===== src/rtl/mxint_cast_arbiter.sv =====
// Shares one mxint_cast between NUM_REQ block producers: round-robin whole-block grant,
// one-block issue register, and tag FIFO routing results back. MXINT_CAST_ARB_FIXED_PRIORITY_EN
// selects a fixed-priority (lowest index) grant instead.
module mxint_cast_arbiter #(
    parameter int unsigned NUM_REQ       = 4,
    parameter int unsigned IN_MAN_WIDTH  = 8,
    parameter int unsigned IN_EXP_WIDTH  = 8,
    parameter int unsigned OUT_MAN_WIDTH = 8,
    parameter int unsigned OUT_EXP_WIDTH = 8,
    parameter int unsigned BLOCK_SIZE    = 4,
    parameter int unsigned TAG_DEPTH     = 4
) (
    input  logic                         clk,
    input  logic                         rst,
    input  logic [IN_MAN_WIDTH-1:0]      req_mdata_in [NUM_REQ*BLOCK_SIZE],
    input  logic [IN_EXP_WIDTH-1:0]      req_edata_in [NUM_REQ],
    input  logic [NUM_REQ-1:0]           req_valid,
    output logic [NUM_REQ-1:0]           req_ready,
    output logic [IN_MAN_WIDTH-1:0]      cast_mdata_out [BLOCK_SIZE],
    output logic [IN_EXP_WIDTH-1:0]      cast_edata_out,
    output logic                         cast_valid,
    input  logic                         cast_ready,
    input  logic [OUT_MAN_WIDTH-1:0]     cast_mdata_in [BLOCK_SIZE],
    input  logic [OUT_EXP_WIDTH-1:0]     cast_edata_in,
    input  logic                         cast_result_valid,
    output logic                         cast_result_ready,
    output logic [OUT_MAN_WIDTH-1:0]     rsp_mdata_out [BLOCK_SIZE],
    output logic [OUT_EXP_WIDTH-1:0]     rsp_edata_out,
    output logic [NUM_REQ-1:0]           rsp_valid,
    input  logic [NUM_REQ-1:0]           rsp_ready,
    output logic [$clog2(TAG_DEPTH):0]   in_flight,
    output logic                         tag_error
);

    localparam int unsigned ReqW  = (NUM_REQ > 1) ? $clog2(NUM_REQ) : 1;
    localparam int unsigned TagAw = (TAG_DEPTH > 1) ? $clog2(TAG_DEPTH) : 1;
    localparam int unsigned CntW  = $clog2(TAG_DEPTH) + 1;

    typedef enum logic [0:0] {StIdle, StIssue} state_e;

    state_e                  state_q, state_d;
    logic [ReqW-1:0]         grant;
    logic                    load, cast_hs, full, empty, pop;
    logic [ReqW-1:0]         head;

    logic [IN_MAN_WIDTH-1:0] sel_m [BLOCK_SIZE];
    logic [IN_EXP_WIDTH-1:0] sel_e;
    logic [IN_MAN_WIDTH-1:0] issue_m_q [BLOCK_SIZE];
    logic [IN_EXP_WIDTH-1:0] issue_e_q;

    logic [ReqW-1:0]         tag_mem_q [TAG_DEPTH];
    logic [TagAw-1:0]        wr_ptr_q, rd_ptr_q;
    logic [CntW-1:0]         count_q;
    logic                    tag_error_q;

`ifdef MXINT_CAST_ARB_FIXED_PRIORITY_EN
    always_comb begin
        grant = '0;
        for (int i = NUM_REQ - 1; i >= 0; i--) begin
            if (req_valid[i]) grant = ReqW'(i);
        end
    end
`else
    logic [ReqW-1:0] rr_ptr_q;
    logic            rr_found;
    int              rr_idx;

    // Search starts just past the last winner and wraps.
    always_comb begin
        grant    = '0;
        rr_found = 1'b0;
        rr_idx   = 0;
        for (int i = 1; i <= int'(NUM_REQ); i++) begin
            rr_idx = (int'(rr_ptr_q) + i) % int'(NUM_REQ);
            if (!rr_found && req_valid[ReqW'(rr_idx)]) begin
                grant    = ReqW'(rr_idx);
                rr_found = 1'b1;
            end
        end
    end

    always_ff @(posedge clk or posedge rst) begin
        if (rst) begin
            rr_ptr_q <= ReqW'(NUM_REQ - 1);
        end else if (load) begin
            rr_ptr_q <= grant;
        end
    end
`endif

    assign full    = (count_q == CntW'(TAG_DEPTH));
    assign empty   = (count_q == '0);
    assign cast_hs = cast_valid && cast_ready;
    // A pop in the same cycle does not free a slot for issue.
    assign load    = ((state_q == StIdle) || cast_hs) && (|req_valid) && !full;

    always_comb begin
        req_ready        = '0;
        req_ready[grant] = load;
    end

    always_comb begin
        for (int k = 0; k < int'(BLOCK_SIZE); k++) sel_m[k] = '0;
        sel_e = '0;
        for (int r = 0; r < int'(NUM_REQ); r++) begin
            if (grant == ReqW'(r)) begin
                for (int k = 0; k < int'(BLOCK_SIZE); k++) begin
                    sel_m[k] = req_mdata_in[r*int'(BLOCK_SIZE)+k];
                end
                sel_e = req_edata_in[r];
            end
        end
    end

    always_comb begin
        state_d = state_q;
        unique case (state_q)
            StIdle:  if (load) state_d = StIssue;
            StIssue: if (cast_hs && !load) state_d = StIdle;
            default: state_d = StIdle;
        endcase
    end

    always_ff @(posedge clk or posedge rst) begin
        if (rst) begin
            state_q   <= StIdle;
            issue_e_q <= '0;
            for (int k = 0; k < int'(BLOCK_SIZE); k++) issue_m_q[k] <= '0;
        end else begin
            state_q <= state_d;
            if (load) begin
                issue_e_q <= sel_e;
                for (int k = 0; k < int'(BLOCK_SIZE); k++) issue_m_q[k] <= sel_m[k];
            end
        end
    end

    assign cast_valid     = (state_q == StIssue);
    assign cast_mdata_out = issue_m_q;
    assign cast_edata_out = issue_e_q;

    // Tag FIFO: one entry per block handed to the cast, in issue order.
    assign head = tag_mem_q[rd_ptr_q];
    assign pop  = cast_result_valid && !empty && rsp_ready[head];

    always_ff @(posedge clk) begin
        if (load) tag_mem_q[wr_ptr_q] <= grant;
    end

    always_ff @(posedge clk or posedge rst) begin
        if (rst) begin
            wr_ptr_q    <= '0;
            rd_ptr_q    <= '0;
            count_q     <= '0;
            tag_error_q <= 1'b0;
        end else begin
            if (load) begin
                wr_ptr_q <= (wr_ptr_q == TagAw'(TAG_DEPTH - 1)) ? '0 : wr_ptr_q + 1'b1;
            end
            if (pop) begin
                rd_ptr_q <= (rd_ptr_q == TagAw'(TAG_DEPTH - 1)) ? '0 : rd_ptr_q + 1'b1;
            end
            if (load && !pop) begin
                count_q <= count_q + 1'b1;
            end else if (pop && !load) begin
                count_q <= count_q - 1'b1;
            end
            if (cast_result_valid && empty) tag_error_q <= 1'b1;
        end
    end

    always_comb begin
        rsp_valid       = '0;
        rsp_valid[head] = cast_result_valid && !empty;
    end

    // With no outstanding tag the result is accepted and dropped.
    assign cast_result_ready = empty || rsp_ready[head];
    assign rsp_mdata_out     = cast_mdata_in;
    assign rsp_edata_out     = cast_edata_in;
    assign in_flight         = count_q;
    assign tag_error         = tag_error_q;

endmodule

===== config.mk =====
export PLATFORM = sky130hd
export DESIGN_NAME = mxint_cast_arbiter
export DESIGN_NICKNAME = d
export VERILOG_FILES = /design/src/rtl/mxint_cast_arbiter.sv
export SDC_FILE = /design/constraint.sdc
export NUM_CORES = 1
export LEC_CHECK = 0
export ABC_AREA = 1
export CAP_MARGIN = 0
export CORE_MARGIN = 8
export CORE_UTILIZATION = 27
export DETAILED_ROUTE_END_ITERATION = 10
export SETUP_SLACK_MARGIN = 0.05
export SKIP_LAST_GASP = 1
export SLEW_MARGIN = 10
export SYNTH_ARGS = -nofsm -noshare
export SYNTH_HDL_FRONTEND = slang
export SYNTH_SLANG_ARGS = --single-unit

===== constraint.sdc =====
create_clock -name clk -period 3.6 [get_ports clk]
set_input_delay 0.9 -clock clk [delete_from_list [all_inputs] [get_ports clk]]
set_output_delay 0.9 -clock clk [all_outputs]
set_load 0.05 [all_outputs]

After elaboration in Yosys (flattened, before gate mapping). Memory sizes are Yosys's and may differ from the RTL's. Index checks and enable logic that the tools add are counted.

Equal/unequal tests: 6. $add $sub $neg: 8. Reductions and logical operators: 27. $lt $le $gt $ge: 8. Mux-type cells: 41. Bitwise operators: 3.

Operators by type and width (number): two-way mux 32 bit (4); two-way mux 8 bit (4); two-way mux 1 bit (17); < comparator 2 x 4 -> 1 bit, second input constant (4); logical AND 1 bit (14); two-way mux 2 bit (6); binary-select mux 1 bit (select 2 bit) (5); adder 2 x 1 -> 2 bit, second input constant (4); AND 4 bit (2); equality test 2 bit, second input constant (4); logical NOT 1 bit (7); < comparator 2 x 3 -> 1 bit, second input constant (2); two-way mux 3 bit (2); adder 2 bit, second input constant (2); demux 1 bit (select 2 bit) (2); greater-or-equal comparator 2 x 1 -> 1 bit, second input constant (2); OR reduction 4 bit (1); adder 3 x 1 -> 3 bit, second input constant (1); equality test 3 bit, second input constant (1); logical NOT 3 bit (1); subtractor 3 x 1 -> 3 bit, second input constant (1); equality test 2 x 1 -> 1 bit, second input constant (1); logical NOT 2 bit (1); logical OR 1 bit (2); 3 further kinds (3).

Logic and storage cells: 105. Bits of input ports: 212. Memories kept: 1. Bits in registers: 51. Memory bits (writable): 8.

Memory list: tag_mem_q (words 4, bits a word 2, read ports 1, clocked after memory_dff 0, write ports 1, RTL line 51) `logic [ReqW-1:0] tag_mem_q [TAG_DEPTH];`.

Depth between registers and ports, before layout. Gate-level depths: netlist of run 1.

Depth in word-level cells: 19. Depth in mapped cells: 17. Depth with buffers taken out: 15.

Worst setup path before layout of run 1. OpenSTA, ideal clock, no wires.

Kind: input port to output port. Start point: in req_valid[3]. End point: out req_ready[0]. Cell stages on the path: 11. Slack: -0.214 ns. Arrival time: 2.914 ns. Required time: 2.700 ns. Cell sequence: nand2_1 > nand2_1 > nand2_1 > nand2_1 > nor2_4 > nand2_2 > nand3_2 > nand2_2 > buf_6 > buf_6 > nor3_1.

Cells in the longest elaborated chain, start to end: 18. Elaborated cells on any way between the ends: 34. Those cells by class: order compare (2); mux (21); bitwise (1); reduce/logical (10).

RTL lines: start, declared (RTL line 17) `input logic [NUM_REQ-1:0] req_valid,`; binary-select mux 1 bit (select 2 bit) (RTL line 75) `if (!rr_found && req_valid[ReqW'(rr_idx)]) begin`; two-way mux 1 bit (not written as such) (2 in a row) (RTL line 75); two-way mux 1 bit (RTL line 75); logical NOT 1 bit (RTL line 75); logical AND 1 bit (RTL line 75); two-way mux 1 bit (RTL line 75); logical NOT 1 bit (RTL line 75); logical AND 1 bit (RTL line 75); [2 not listed]; logical AND 1 bit (RTL line 75); two-way mux 2 bit * (RTL line 75); via grant[0] (RTL line 42) `logic [ReqW-1:0] grant;`; < comparator 2 x 3 -> 1 bit (not written as such) / greater-or-equal comparator 2 x 1 -> 1 bit (equally long branches) (RTL line 99) `req_ready[grant] = load;`; logical AND 1 bit (not written as such) (RTL line 99); two-way mux 1 bit (not written as such) (RTL line 99); demux 1 bit (select 2 bit) * (RTL line 99); AND 4 bit (no line) *; end, declared (RTL line 18) `output logic [NUM_REQ-1:0] req_ready,`.

The timed path passes the listed nets; every way through them passes the cells marked *. The select of a mux whose other input is x is not followed.

Worst setup path in the final report of run 1.
Start point: in req_valid[0]. End point: out req_ready[1].

Cells in the longest elaborated chain, start to end: 18. Elaborated cells on any way between the ends: 34. Those cells by class: order compare (2); mux (21); bitwise (1); reduce/logical (10).

RTL lines (RTL line): binary-select mux 1 bit (select 2 bit) (75); two-way mux 1 bit (not written as such) (2 in a row) (75); two-way mux 1 bit (75); logical NOT 1 bit (75); logical AND 1 bit (75); two-way mux 1 bit (75); logical NOT 1 bit (75); logical AND 1 bit (75); two-way mux 1 bit (75); logical NOT 1 bit (75); logical AND 1 bit (75); two-way mux 2 bit (75); < comparator 2 x 3 -> 1 bit (not written as such) / greater-or-equal comparator 2 x 1 -> 1 bit (equally long branches) (99); logical AND 1 bit (not written as such) (99); two-way mux 1 bit (not written as such) (99); demux 1 bit (select 2 bit) (99); AND 4 bit (no line) *.

Every way passes the cells marked *; elsewhere a longest branch is shown, timed or not. The select of a mux whose other input is x is not followed.

==> out/summary.txt, run 1 <==
Count of state elements after synthesis: 59
Critical Path Most Common Cell: nand2_1
Ys async rst share: 0.8644
Die width: 150.1 µm
CP max stage cell: clkdlybuf4s50_1
Largest net degree at the start of global routing: 68
Max transition margin: 0.6229
Root Driver: clkbuf_16
Leakage: 3.545 nW
Worst hold path class: reg2reg
Nets: 1105
Initial DRC Count: 146
Critical path endpoint category: primary output
Actual slew at the worst max-slew pin: 0.5639 ns
Vias per inst: 4.521
Min Tclk post-route: 3.469 ns
CP Buf/Inv Count: 5
Gpl congestion: 0.8442
DR vias: 5064
Total power: 9.108 mW
Cell Area, Synth: 4856 µm²
EDFF count, synth: 8
Startpoint Class: input port
Max cap viols: 0
Status: finished, final reports clean
Critical path cell sequence: clkdlybuf4s50_1 -> nand2_1 -> nand2_1 -> nand2_2 -> a21boi_1 -> nand2_1 -> inv_1 -> nand2_4 -> buf_4 -> nor2_1 -> buf_4 -> buf_12
RSZ-0062 raised after global routing: no
Share of cells above drive strength 1: 0.1066
Total GRT Usage: 0.1535
Hold Buf Count CTS: 0
Clock Sinks: 59
Vias in the first global route: 5146
DRC Markers: 0
Yosys cell types: 37
TNS Setup: 0 ns
CP Data Required Time: 2.70 ns
Crit Path Category: in2out
WHS Path Cells: 2
# IOs: 306
Port bufs: 225
Layout Utilization: 0.4193
WL final: 17820 µm
Fill count: 1882
Die extent in y: 150.1 µm
ANT nets after route: 0
CP peak stage delay: 0.49 ns
First-pass GRT wire length: 27210 µm
F_max: 0.2883 GHz
Post-Route Skew: 0.01189 ns
Final setup violation count: 0
WP data arrival: 2.57 ns
Gr ovfl total: 0
Main flop type after synthesis: dfrtp_1
Worst R2R Path Depth: 13
Crit-path leading delay family: buffers and inverters
Final worst path period share: 0.9635
Clk pin slew, worst setup/hold paths: 0.06 ns
Max IR drop VDD: 0.0006386 V
Max-slew violations: 0
Initial antenna violation count: 0
TritonRoute pass-1 iters: 4
Final WS setup: 0.1314 ns
Mapped Cells: 710
Seq/Total Area, Yosys: 0.3128
Instance count on the critical path: 12
Die area: 22530 µm²
Layout Area Growth over Synthesis: 53.52%
Final Hold Violating Endpoints: 0
Post-DP HPWL: 13490 µm
Initial Util: 0.2731
Longest Clk Path Bufs: 2
Mean area per synthesized cell: 6.839 µm²
DR WL/cell: 15.91 µm
CTS tree: yes
H-Tree Depth: 3
Cell row count: 49
Max FO, Critical Path: 7
Syn nets: 929
CTS Buf Count: 9
Clk Latency, worst-skew pair: 0.34 ns
Core Region: 17780 µm²
Synth Warn #: 0
Antenna Cells: 0
Cell Pwr Density: 1222 nW/µm²
DP Worst Slack: 0.04264 ns
## cells by family after synthesis
| kind of cell | after synthesis | share of synthesized area |
|---|---|---|
| xor+xnor | 2 | 0.003608 |
| mux | 1 | 0.002319 |
| buf+inv | 162 | 0.1755 |
| fa+ha+maj | 7 | 0.01958 |
| simple gates | 428 | 0.4105 |
| flops | 59 | 0.3128 |
| compound gates | 51 | 0.07575 |
## power by group
| part | total, mW | switching [mW] | internal (mW) |
|---|---|---|---|
| Sequential | 1.30 | 0.217 | 1.08 |
| Combinational | 6.86 | 4.46 | 2.40 |
| Clock | 0.952 | 0.341 | 0.610 |
| Total | 9.11 | 5.02 | 4.09 |
## worst paths after layout
kind,startpoint,endpoint,slack (ns)
max reg2reg,rd_ptr_q[0],in_flight[2],0.77
min,cast_mdata_out[3],cast_mdata_out[3],0.48
min reg2reg,cast_mdata_out[3],cast_mdata_out[3],0.48
min in group asynchronous,rst,wr_ptr_q[1],0.83
max in group asynchronous,rst,cast_mdata_out[8],2.14
max,req_valid[0],req_ready[1],0.13
## placed cells by master (no fill, tap or decap), types with 2 or more instances in the layout
master,n
clkbuf_16,9
o21bai_1,27
o21bai_2,5
o21ai_2,2
inv_2,8
clkdlybuf4s50_1,213
inv_1,68
dlymetal6s2s_1,3
nand2_2,10
dfstp_2,2
edfxtp_1,8
buf_4,28
nand2_1,227
nor2_1,23
nand3_1,78
bufinv_16,2
nor2_4,4
nand3b_1,34
nand2_4,2
nor3_1,5
clkinv_4,3
ha_1,6
nand3_2,3
buf_12,4
dfrtp_1,49
or2_2,3
nand4_1,35
o21ai_0,12
## worst reg2reg max path, cell delays in order (launching register included)
cell and delay, ns:
dfrtp_1 0.47, inv_1 0.10, or2_2 0.28, a32oi_1 0.37
nand2_1 0.12, nor2_1 0.11, nor2_1 0.07, nand3b_1 0.17
ha_1 0.18, inv_1 0.06, fa_1 0.38, a21oi_1 0.14
o21ai_0 0.11, xor2_1 0.15
## cell type report
cell class	count	area, µm²	area share
Clock buffer	9	225.2	0.03021
Multi-Input combinational cell	489	2557	0.3431
Inverter	78	295.3	0.03961
Clock inverter	7	100.1	0.01343
Timing Repair Buffer	249	2471	0.3315
Tap cell	229	286.5	0.03844
Sequential cell	59	1519	0.2038
## what timing repair did
item / in CTS / in global routing
setup buffers: 0 / 4
endpoints found under the setup margin: 1 / 4
resized for setup: 1 / 15
pin swaps: 0 / 6
## cell usage after synthesis, types with 5 or more instances
cell type    n  area (µm²)
nand4_1     35       219.0
nand3b_1    34       255.2
o21bai_2     5       56.30
nand2_1    232       870.8
clkbuf_1    18       67.56
dfrtp_1     49        1226
inv_2        6       22.52
o21ai_0     12       60.06
ha_1         6       75.07
nand2_2      7       43.79
nor2_1      25       93.84
buf_6        7       78.83
nand3_1     81       405.4
edfxtp_1     8       240.2
buf_2       12       60.06
o21bai_1    27       202.7
inv_1       70       262.8
nor3_1       6       30.03
buf_4       46       345.3
## per-layer routing
metal / routed length, µm / track usage / up-vias
li1: - / - / 2595
met1: 7213 / 0.1720 / 2275
met2: 8789 / 0.2637 / 171
met3: 1589 / 0.06072 / 23
met4: 231 / 0.04598 / 0
met5: 0 / 0 / -
## per-stage QoR
stage | instance area (µm²) | std cells | hold slack [ns]
finish | 7455 | 1120 | 0.4763
global route | 7455 | 1120 | 0.4967
CTS | 7371 | 1116 | 0.4815
detailed placement | 7041 | 1100 | 0.4635
global placement | 7041 | 1100 | 0.4614
floorplan | 4861 | 710 | 0.4998
## sequential cells by signal (all words and copies together), names as in the netlist
| name | cells |
|---|---|
| cast_mdata_out | 32 |
| tag_mem_q | 8 |
| rd_ptr_q | 2 |
| cast_valid | 1 |
| cast_edata_out | 8 |
| in_flight | 3 |
| rr_ptr_q | 2 |
| wr_ptr_q | 2 |
| tag_error | 1 |
No activity file was read; power rests on OpenSTA's default activity.
==> run 2: changes to the inputs <==
CORE_MARGIN = 2   (was 8)
==> out/summary.txt, run 2 (synthesized netlist as in run 1, its figures left out) <==
Status: finished, final reports clean
Antenna Cells: 0 (unchanged)
DRC Markers: 0 (unchanged)
Actual slew at the worst max-slew pin: 0.8097 ns (+0.2458 ns)
Most common library cell in the layout ignoring fill and taps: nand2_1
Longest Clk Path Bufs: 2 (unchanged)
Port bufs: 225 (unchanged)
ANT nets after route: 0 (unchanged)
First-pass GRT wire length: 26250 µm (-3.5%)
DR WL/cell: 14.87 µm (-6.6%)
Die extent in y: 138.1 µm (-8.0%)
H-Tree Depth: 3 (unchanged)
Nets: 1104 (-0.090%)
Post-Route Skew: 0.007270 ns (-0.004619 ns)
Share of cells above drive strength 1: 0.09888 (-0.007745)
Max-slew violations: 0 (unchanged)
WP data arrival: 2.32 ns (-0.25 ns)
Leakage: 3.527 nW (-0.50%)
Cell Pwr Density: 1218 nW/µm² (-0.30%)
Gr ovfl total: 0 (unchanged)
Crit Path Category: reg2out
DR vias: 5081 (+0.34%)
Die width: 138.1 µm (-8.0%)
CP Data Required Time: 2.70 ns (about the same)
CTS Buf Count: 9 (unchanged)
Cell row count: 49 (unchanged)
Max FO, Critical Path: 10 (+3)
Worst hold path class: reg2reg
Max reg flops: 32 (unchanged)
DP Area: 7033 µm² (-0.11%)
RSZ-0062 raised after global routing: no
Max transition margin: 0.4594 (-0.1635)
Core Region: 17780 µm² (unchanged)
Final worst path period share: 0.8946 (-0.06888)
Min Tclk post-route: 3.221 ns (-0.2480 ns)
Max cap viols: 0 (unchanged)
Design Area, Final: 7401 µm² (-0.72%)
WL final: 16630 µm (-6.7%)
Final setup violation count: 0 (unchanged)
TNS Setup: 0 ns (unchanged)
Gpl congestion: 0.8126 (-3.7%)
CTS tree: yes
Die area: 19070 µm² (-15%)
Clk pin slew, worst setup/hold paths: 0.05 ns (about the same)
Layout Area Growth over Synthesis: 52.41%
Final hold slack: 0.4683 ns (-0.008028 ns)
Total GRT Usage: 0.1723 (+0.01882)
# IOs: 306 (unchanged)
Most frequent cells in the layout: nand2_1 (227), clkdlybuf4s50_1 (212), nand3_1 (80)
Vias in the first global route: 5020 (-2.4%)
Final Hold Violating Endpoints: 0 (unchanged)
Post-DP HPWL: 12020 µm (-11%)
Initial antenna violation count: 0 (unchanged)
TritonRoute pass-1 iters: 4 (unchanged)
Clock Sinks: 59 (unchanged)
Startpoint Class: flop
Hold Buf Count CTS: 0 (unchanged)
Vias per inst: 4.541 (+0.43%)
Clk Latency, worst-skew pair: 0.34 ns (about the same)
Initial Util: 0.2731 (unchanged)
Max IR drop VDD: 0.0005797 V (-9.2%)
Root Driver: clkbuf_16
Critical path endpoint category: primary output
Initial DRC Count: 159 (+8.9%)
F_max: 0.3105 GHz (+7.7%)
Largest net degree at the start of global routing: 72 (+5.9%)
run 2: report_power, final:
part           total (mW)  internal [mW]  leakage (nW)  switching (mW)
sequential           1.30           1.08         0.693           0.216
clock               0.844          0.534         0.138           0.310
combinational        6.87           2.44          2.70            4.43
run 2: path summary, 6_finish.rpt:
| kind | slack (ns) | cells after the start | startpoint | endpoint |
|---|---|---|---|---|
| min in group asynchronous | 1.05 | 2 | rst | cast_mdata_out[7] |
| setup / recovery | 0.38 | 12 | rr_ptr_q[0] | req_ready[0] |
| max in group asynchronous | 1.84 | 3 | rst | cast_mdata_out[6] |
| hold / removal | 0.47 | 1 | tag_error | tag_error |
| hold reg to reg | 0.47 | 1 | tag_error | tag_error |
| setup reg to reg | 0.66 | 13 | rd_ptr_q[0] | in_flight[2] |
run 2: area by class of cell:
| class | count | area, µm² |
|---|---|---|
| clock buffer | 13 | 240.2 |
| clock inverter | 3 | 40.04 |
| fill | 1814 | 10380 |
| inverter | 78 | 295.3 |
| multi-input combinational | 489 | 2534 |
| sequential | 59 | 1519 |
| tap | 229 | 286.5 |
| timing repair buffer | 248 | 2486 |
run 2: per-stage QoR:
stage               total power, mW  std cells  setup WS, ns    util
floorplan                     6.377        710       0.08273       -
global placement              8.003       1099      0.006020  0.3956
detailed placement            8.057       1099      -0.05454  0.3956
CTS                           9.106       1119       0.05070  0.4139
global route                  9.849       1119        0.2053  0.4163
finish                        9.015       1119        0.3794  0.4163
run 2: worst max-delay path: stages, from the launching register on:
cell and delay, ns:
dfstp_2 0.66, inv_4 0.09, nand2_1 0.09, nand2_2 0.07
nand2_2 0.09, nand2_2 0.08, nor2_4 0.16, nand2_2 0.08
nand3_2 0.12, nand2_4 0.08, buf_4 0.15, nor3_2 0.13
buf_6 0.19
run 2: repair_timing:
item | 4_1_cts | 5_1_grt
setup endpoints to repair | 1 | 4
buffers inserted | 4 | 0
hold endpoints to repair | 0 | 0
resized for setup | 1 | 14
pin swaps | 1 | 5
run 2: routing by layer:
metal / global-route usage / up-vias / wire (µm)
li1: - / 2598 / -
met4: 0.05263 / 0 / 340
met2: 0.2926 / 176 / 8025
met1: 0.2000 / 2275 / 6872
met3: 0.06893 / 32 / 1395
met5: 0 / - / 0
==> run 3: changes to the inputs <==
ABC_AREA = not set   (was 1)
PLACE_DENSITY = 0.67   (was not set)
==> out/summary.txt, run 3 <==
Max-slew violations: 0 (unchanged)
Main flop type after synthesis: dfrtp_1
Total GRT Usage: 0.1642 (-0.008065)
Synth Warn #: 0 (unchanged)
CP max stage cell: clkdlybuf4s50_1
Longest Clk Path Bufs: 2 (unchanged)
DR vias: 3254 (-36%)
Status: finished, final reports clean
Port bufs: 225 (unchanged)
Max reg flops: 32 (unchanged)
WHS Path Cells: 1 (unchanged)
Leakage: 2.612 nW (-26%)
Internal power: 3.347 mW (-17%)
Top post-synthesis cells by count: dfrtp_1 (49), buf_4 (40), mux4_2 (33), mux2_4 (20)
Die extent in y: 124.7 µm (-9.7%)
Post-Route Skew: 0.005661 ns (-0.001609 ns)
Clock Sinks: 59 (unchanged)
Hold Path End: tag_error
Most frequent cells in the layout: clkdlybuf4s50_1 (216), dfrtp_1 (49), mux4_2 (33)
TNS Setup: 0 ns (unchanged)
DR WL/cell: 18.49 µm (+24%)
Worst hold path class: reg2reg
Total power: 5.947 mW (-34%)
TritonRoute pass-1 iters: 4 (unchanged)
Seq/Total Area, Yosys: 0.3861 (+0.07333)
ANT nets after route: 0 (unchanged)
Die width: 124.7 µm (-9.7%)
Net load switching power: 2.600 mW (-48%)
Fill count: 1307 (-28%)
Antenna Cells: 0 (unchanged)
Synth top area share: 0.3117 (+0.05919)
Vias in the first global route: 3666 (-27%)
Clk Latency, worst-skew pair: 0.33 ns (about the same)
Worst r2r src: rd_ptr_q[0]
Mapped Cells: 301 (-58%)
Max transition margin: 0.5366 (+0.07719)
Crit Path Category: in2out
CTS tree: yes
Ys async rst share: 0.8644 (unchanged)
# IOs: 306 (unchanged)
Actual slew at the worst max-slew pin: 0.6951 ns (-0.1146 ns)
Post-synth top area cell: dfrtp_1
Post-DP HPWL: 10000 µm (-17%)
Nets: 715 (-35%)
Final WS setup: 0.1159 ns (-0.2635 ns)
Layout Area Growth over Synthesis: 65.52%
Startpoint Class: input port
Worst reg2reg path endpoint: in_flight[2]
Final worst path period share: 0.9678 (+0.07320)
Clk pin slew, worst setup/hold paths: 0.06 ns (about the same)
Clock power frac: 0.158 (+0.064)
Initial DRC Count: 136 (-14%)
F_max: 0.2870 GHz (-7.6%)
Min Tclk post-route: 3.484 ns (+0.2635 ns)
DRC Markers: 0 (unchanged)
First-pass GRT wire length: 20120 µm (-23%)
Final Hold Violating Endpoints: 0 (unchanged)
Count of state elements after synthesis: 59 (unchanged)
Ranking of synthesized cells by area: dfrtp_1 (31%), mux4_2 (19%), buf_4 (7.6%), mux2_4 (7.6%), edfxtp_1 (6.1%)
Share of cells above drive strength 1: 0.2475 (+0.1486)
CTS Buf Count: 9 (unchanged)
CP peak stage delay: 0.41 ns (-0.25 ns)
WL final: 12670 µm (-24%)
Cell row count: 44 (-10%)
Yosys cell types: 48 (+30%)
H-Tree Depth: 3 (unchanged)
Hold Buf Count CTS: 0 (unchanged)
Syn nets: 520 (-44%)
Count leader, synth: dfrtp_1
Mean area per synthesized cell: 13.07 µm² (+91%)
Largest net degree at the start of global routing: 52 (-28%)
Gr ovfl total: 0 (unchanged)
WP data arrival: 2.58 ns (+0.26 ns)
Core Region: 14370 µm² (-19%)
Worst R2R Path Depth: 11 (-2)
Register area: 1519 µm² (unchanged)
R2r setup slk: 0.86 ns (+0.20 ns)
Initial Util: 0.2738 (+0.0006547)
Max IR drop VDD: 0.0004932 V (-15%)
Gpl congestion: 0.7911 (-2.6%)
Logic pwr share: 0.629 (-0.133)
Initial antenna violation count: 0 (unchanged)
Cell Pwr Density: 913.4 nW/µm² (-25%)
Critical path cell sequence: clkdlybuf4s50_1 -> or2_2 -> a311o_1 -> inv_2 -> nand2_1 -> nor2_2 -> buf_12
Critical path endpoint category: primary output
EDFF count, synth: 8 (unchanged)
Power share of the sequential group: 0.213 (+0.069)
Cell Area, Synth: 3934 µm² (-19%)
CP Data Required Time: 2.70 ns (about the same)
Final setup violation count: 0 (unchanged)
Sw frac: 0.4372 (-0.1130)
RSZ-0062 raised after global routing: yes
Most common library cell in the layout ignoring fill and taps: clkdlybuf4s50_1
Post-CTS setup repair buffer count: 0 (-4)
Max FO, Critical Path: 4 (-6)
DP Worst Slack: 0.05622 ns (+0.1108 ns)
Area taken by multi-input logic gates: 1957 µm² (-23%)
Vias per inst: 4.750 (+4.6%)
Die area: 15550 µm² (-18%)
Max cap viols: 0 (unchanged)
Hold_sp: tag_error
Root Driver: clkbuf_16
-- run 3: cell count changes after synthesis, sizes merged, moves of 34 or more --
| cell | change |
|---|---|
| inv | -60 |
| mux2 | +34 |
| nand4 | -35 |
| nand3 | -82 |
| nand2 | -228 |
| nand3b | -34 |
-- run 3: layer usage --
metal	track usage	share of wire
met1	0.1943	0.40
met2	0.2896	0.51
met3	0.05026	0.072
met4	0.04230	0.015
met5	0	0
-- run 3: critical path, delay by kind of cell --
kind,cells,cell delay (ns)
AO/OA/AOI/OAI,1,0.40
AND/OR/NAND/NOR,3,0.63
buffers and inverters,3,0.64
-- run 3: logic make-up (layout without fill, tap and decap cells) --
group / after synthesis / count (layout) / synth area share
AOI/OAI and AO/OA: 41 / 41 / 0.08937
xor gates and xnor gates: 3 / 3 / 0.006681
adders and majority gates: 7 / 7 / 0.02417
buffers and inverters: 75 / 275 / 0.1199
DFF: 59 / 59 / 0.3861
muxes: 71 / 71 / 0.3158
and+or+nand+nor: 45 / 45 / 0.05790
-- run 3: layout make-up --
cell class / count / area share
multi-input combinational: 167 / 0.3005
tap: 184 / 0.03536
inverter: 18 / 0.01115
timing repair buffer: 241 / 0.3697
clock inverter: 7 / 0.01537
sequential: 59 / 0.2333
clock buffer: 9 / 0.03459
-- run 3: metrics by stage --
stage | cells | util | cell area (µm²) | hold slack (ns)
5_1_grt | 685 | 0.4532 | 6511 | 0.5147
4_1_cts | 685 | 0.4523 | 6499 | 0.4818
2_1_floorplan | 301 | - | 3939 | 0.4681
3_5_place_dp | 669 | 0.4294 | 6170 | 0.4685
3_3_place_gp | 669 | 0.4294 | 6170 | 0.4533
6_report | 685 | 0.4532 | 6511 | 0.4669
-- run 3: repair_timing --
item,CTS,global route
pin swaps,0,3
endpoints found under the setup margin,1,3
resized for setup,1,4
-- run 3: how the worst max path moves through the flow --
| stage | start | to | slack (ns) | depth (start not counted) |
|---|---|---|---|---|
| 2_1_floorplan | req_valid[1] | req_ready[2] | 0.22 | 5 |
| 3_3_place_gp | req_valid[1] | req_ready[1] | 0.04 | 7 |
| 3_5_place_dp | req_valid[1] | req_ready[1] | 0.06 | 7 |
| 4_1_cts | req_valid[1] | req_ready[2] | 0.08 | 7 |
| 5_1_grt | req_valid[0] | req_ready[3] | 0.04 | 7 |
| 6_report | req_valid[1] | req_ready[2] | 0.12 | 7 |
-- run 3: power by group through the flow --
stage | clock, mW | combinational [mW] | sequential (mW)
floorplan | 0 | 1.81 | 2.13
global placement | 0 | 3.71 | 1.26
detailed placement | 0 | 3.75 | 1.27
CTS | 0.966 | 3.77 | 1.27
global route | 1.00 | 3.96 | 1.31
finish | 0.942 | 3.74 | 1.27
